`src/rtl/regfile_uart_ctrl.sv`:
```
// rtl/regfile_uart_ctrl.sv - sequences config-regfile writes/reads carried in UART packets
// Optional write echo response: define REGFILE_UART_CTRL_WRITE_ECHO_EN.
module regfile_uart_ctrl #(
    parameter int NUMREGS = 9,
    parameter int WIDTH   = 18
) (
    input  logic             clk,
    input  logic             reset_n,
    input  logic [WIDTH-1:0] rx_data,
    input  logic             rx_empty,
    output logic             uld_rx_data,
    output logic [WIDTH-1:0] tx_data,
    output logic             ld_tx_data,
    input  logic             tx_busy,
    output logic [7:0]       regfile_addr,
    output logic [7:0]       regfile_wdata,
    output logic             regfile_we,
    output logic             regfile_re,
    input  logic [7:0]       regfile_rdata,
    output logic [7:0]       parity_err_cnt,
    output logic             busy
);
    typedef enum logic [3:0] {
        IDLE, UNLOAD, CAPTURE, DECODE, WRITE, READ, READ_WAIT, RESP_LOAD, RESP_ACK
    } state_t;

    localparam logic [8:0] ADDR_LIMIT = 9'(NUMREGS);

    state_t           state;
    logic [WIDTH-1:0] pkt;
    logic [7:0]       pkt_addr;
    logic [7:0]       pkt_data;
    logic             pkt_wrb;
    logic             pkt_parity_ok;
    logic             pkt_in_range;

    assign pkt_addr      = pkt[16:9];
    assign pkt_data      = pkt[8:1];
    assign pkt_wrb       = pkt[0];
    assign pkt_parity_ok = ^pkt;
    assign pkt_in_range  = ({1'b0, pkt_addr} < ADDR_LIMIT);
    assign busy          = (state != IDLE);

    // Response always carries wrb=1; top bit makes the whole packet odd parity.
    function automatic logic [WIDTH-1:0] make_resp(input logic [7:0] addr, input logic [7:0] data);
        logic [WIDTH-2:0] body;
        body = {addr, data, 1'b1};
        return {~^body, body};
    endfunction

    always_ff @(posedge clk or negedge reset_n) begin
        if (!reset_n) begin
            state          <= IDLE;
            pkt            <= '0;
            uld_rx_data    <= 1'b0;
            tx_data        <= '0;
            ld_tx_data     <= 1'b0;
            regfile_addr   <= 8'h00;
            regfile_wdata  <= 8'h00;
            regfile_we     <= 1'b0;
            regfile_re     <= 1'b0;
            parity_err_cnt <= 8'h00;
        end else begin
            case (state)
                IDLE: begin
                    if (!rx_empty) begin
                        uld_rx_data <= 1'b1;
                        state       <= UNLOAD;
                    end
                end
                UNLOAD: begin
                    uld_rx_data <= 1'b0;
                    state       <= CAPTURE;
                end
                CAPTURE: begin
                    pkt   <= rx_data;
                    state <= DECODE;
                end
                DECODE: begin
                    if (!pkt_parity_ok) begin
                        if (parity_err_cnt != 8'hFF) parity_err_cnt <= parity_err_cnt + 8'h01;
                        state <= IDLE;
                    end else if (pkt_wrb) begin
                        regfile_addr <= pkt_addr;
                        regfile_re   <= pkt_in_range;
                        state        <= READ;
                    end else begin
                        regfile_addr  <= pkt_addr;
                        regfile_wdata <= pkt_data;
                        regfile_we    <= pkt_in_range;
                        state         <= WRITE;
                    end
                end
                WRITE: begin
                    regfile_we <= 1'b0;
`ifdef REGFILE_UART_CTRL_WRITE_ECHO_EN
                    tx_data <= make_resp(pkt_addr, pkt_in_range ? pkt_data : 8'h00);
                    state   <= RESP_LOAD;
`else
                    state   <= IDLE;
`endif
                end
                READ: begin
                    regfile_re <= 1'b0;
                    if (pkt_in_range) begin
                        state <= READ_WAIT;
                    end else begin
                        tx_data <= make_resp(pkt_addr, 8'h00);
                        state   <= RESP_LOAD;
                    end
                end
                READ_WAIT: begin
                    tx_data <= make_resp(pkt_addr, regfile_rdata);
                    state   <= RESP_LOAD;
                end
                RESP_LOAD: begin
                    // Raise the load only into an idle transmitter, drop it once it is taken.
                    if (!ld_tx_data) begin
                        if (!tx_busy) ld_tx_data <= 1'b1;
                    end else if (tx_busy) begin
                        ld_tx_data <= 1'b0;
                        state      <= RESP_ACK;
                    end
                end
                RESP_ACK: begin
                    if (!tx_busy) state <= IDLE;
                end
                default: state <= IDLE;
            endcase
        end
    end
endmodule
```
`config.mk`:
```
export PLATFORM = sky130hd
export DESIGN_NAME = regfile_uart_ctrl
export DESIGN_NICKNAME = d
export VERILOG_FILES = /design/src/rtl/regfile_uart_ctrl.sv
export SDC_FILE = /design/constraint.sdc
export NUM_CORES = 1
export LEC_CHECK = 0
export ABC_AREA = 0
export CELL_PAD_IN_SITES_DETAIL_PLACEMENT = 2
export CELL_PAD_IN_SITES_GLOBAL_PLACEMENT = 2
export CORE_ASPECT_RATIO = 2
export CORE_MARGIN = 1.5
export CORE_UTILIZATION = 32
export CTS_CLUSTER_DIAMETER = 200
export CTS_CLUSTER_SIZE = 28
export DETAILED_ROUTE_END_ITERATION = 10
export PLACE_DENSITY_LB_ADDON = 0.1
export SETUP_SLACK_MARGIN = 0.5
export SYNTH_ARGS = -nofsm -noshare
export SYNTH_HDL_FRONTEND = slang
export SYNTH_SLANG_ARGS = --single-unit
```
`constraint.sdc`:
```
create_clock -name clk -period 2.8 [get_ports clk]
set_input_delay 0.28 -clock clk [delete_from_list [all_inputs] [get_ports clk]]
set_output_delay 0.28 -clock clk [all_outputs]
set_load 0.02 [all_outputs]
```
==> flow_summary.ini <==
[status]
outcome = finished, final reports clean

[timing]
period_share = 0.788
finalSetupTns_ns = 0
fin_crit_ns = 2.21
slew_headroom = 0.677
worst_slew_pin_slew_ns = 0.485
clock-skew-final_ns = 0.00461
finalSetupViolCount = 0
max_freq_mhz = 453
final_max_slew_viol_count = 0
rsz0062_at_grt = yes
hold_violations = 0

[yosys]
synth_cell_types = 41
syn_inst = 227
async_reset_ff_frac = 1.00
synth_seq_cells = 68
synth_area_per_cell_um2 = 13.2
synthFlopType = dfrtp_1
yosysSeqAreaShare = 0.569
netlist_area_um2 = 2990
synth_edf_count = 0
yosys_warnings = 0
synth_fp_nets = 258

[floorplan]
die_x_um = 71.4
core_area_um2 = 9010
io_pins = 77
initial_core_util = 0.332
chipHeight_um = 140
fp-row-count = 49
die_area_um2 = 9980

[grt]
use_met1 = 0.189
antenna_found_initial = 0
grt_pass1_wl_um = 13300
grt_pass1_vias = 2457
grt.total_usage = 0.178
grt_max_degree = 28
busiest_layer = met2
met3_usage = 0.0362
grt_util_met2 = 0.324
grt-ovfl-total = 0

[cts]
cts_sinks = 68
clk_pin_slew_worst_paths_ns = 0.06
clock_latency_ns = 0.33
clk_path_buf_depth = 2
clock-root-buffer = clkbuf_16
tritoncts = yes
cts_inserted_buffers = 9
cts_setup_buffers = 0
htree_num_levels = 3

[route]
drc_errors = 0
first_iter_violations = 101
via_per_inst = 5.05
wirelength_um = 7920
wire_per_inst_um = 18.7
via_count = 2138
drt_pass1_iterations = 4
ant_nets = 0

[layout]
synthToLayoutAreaGrowth_pct = 41.4
n_antenna_cell = 0
drive_gt1_frac = 0.227
nets = 347
final.fill_count = 922

[worst_setup_path]
slowest_delay_ns = 0.45
end_kind = flip-flop
critPathTopFamily = XOR/XNOR gates
cp.buffers_inverters = 0
crit_type = flip-flop to flip-flop
critPathLaunchType = flip-flop
cp_cell_sequence = xor2_1 -> xnor3_1 -> xnor2_2 -> xnor2_2 -> or3_4 -> mux2_4
worst_path_most_repeated_cell = xnor2_2
cp.required_ns = 3.02
crit_arrival_ns = 2.42
cp_max_fo = 4
crit_slowest_cell = xnor3_1

[flow_run]
maxCapViolCount = 0

[placement]
place_hpwl_um = 5730
gp_congestion = 0.777
numPortBuffers = 76

[min_path]
hp-class = input pin to async pin
## final cells by class
cell class,count,area [um2],area share
tap,102,128,0.0302
multi-input combinational,147,1240,0.294
timing repair buffer,85,826,0.195
clock buffer,10,229,0.0541
inverter,5,18.8,0.00443
sequential,68,1700,0.402
clock inverter,6,87.6,0.0207
## synth_stat cells (2+ instances only)
cell type   n  area share
nand4_1     2      0.0042
nand2b_1    6       0.013
a22o_1      8       0.023
nor4_1      3      0.0063
and3_1      2      0.0042
dfrtp_1    68        0.57
inv_1       5      0.0063
xnor2_1    19       0.056
xnor2_2     2       0.011
a21oi_1     3      0.0050
nor3_1      5      0.0084
clkbuf_1    5      0.0063
mux2_2     41        0.15
o31ai_1     3      0.0075
nor2_1      7      0.0088
o21ai_0     4      0.0067
nand2_1    12       0.015
a31oi_1     2      0.0042
xor2_1      8       0.023
## logic make-up (layout without fill, tap and decap cells)
| family | after synthesis | after routing | share of synthesized area |
|---|---|---|---|
| xor gates and xnor gates | 30 | 30 | 0.0974 |
| DFF | 68 | 68 | 0.569 |
| muxes | 43 | 43 | 0.163 |
| and+or+nand+nor | 46 | 46 | 0.0832 |
| adders and majority gates | 1 | 1 | 0.00418 |
| AOI/OAI and AO/OA | 27 | 27 | 0.0661 |
| buffers and inverters | 12 | 106 | 0.0180 |
## worst register-to-register path, delay by kind of cell, from the launching register on
family        cells  cell delay (ns)
xor+xnor          4             0.96
simple gates      1             0.42
flops             1             0.39
mux               1             0.30
## through the flow
step,setup WS (ns),hold WS [ns],cells,utilization,area (um2)
after global routing,0.421,0.476,423,0.470,4230
after global placement,0.454,0.272,406,0.433,3900
final,0.595,0.440,423,0.470,4230
after floorplan,0.699,-0.0156,227,-,2990
after CTS,0.532,0.457,423,0.469,4230
after detailed placement,0.409,0.279,406,0.433,3900
## routing by layer
| metal | part of all wire | vias up |
|---|---|---|
| met5 | 0 | - |
| met4 | 0.022 | 0 |
| met3 | 0.031 | 10 |
| met2 | 0.59 | 44 |
| met1 | 0.35 | 1101 |
| li1 | - | 983 |
## what timing repair did
action	CTS	global route
gates resized for setup	1	1
hold endpoints to repair	20	0
hold buffers	1	0
setup endpoints to repair	17	18
## cells in the final DEF, fill, tap and decap left out, drive strengths merged, types with 4 or more instances in the layout
cell / Yosys / layout
dfrtp: 68 / 68
nand2: 12 / 12
xnor2: 21 / 21
clkbuf: 5 / 10
xor2: 8 / 8
nor3: 6 / 6
mux2: 42 / 42
a22o: 8 / 8
nor2: 7 / 7
clkdlybuf4s50: 0 / 75
inv: 5 / 6
nand2b: 6 / 6
o21ai: 4 / 4
buf: 2 / 9
## flip-flops by register name, indices dropped and copies added, names as in the netlist, 4 cells and up
signal          flops
pkt                18
parity_err_cnt      8
regfile_wdata       8
state               4
regfile_addr        8
tx_data            18
## worst paths after layout
| kind | from | depth (start not counted) | endpoint | slack (ns) |
|---|---|---|---|---|
| setup / recovery | pkt[5] | 6 | parity_err_cnt[1] | 0.59 |
| hold / removal | reset_n | 2 | ld_tx_data | 0.44 |
| setup reg to reg | pkt[5] | 6 | parity_err_cnt[1] | 0.59 |
| hold reg to reg | tx_data[0] | 1 | tx_data[0] | 0.47 |
| max in group asynchronous | reset_n | 3 | parity_err_cnt[1] | 1.63 |
| min in group clk | tx_data[0] | 1 | tx_data[0] | 0.47 |
Power is left out: the tool's default activity adds up to more than one toggle a clock period on the data nets, which glitch-free logic cannot reach.
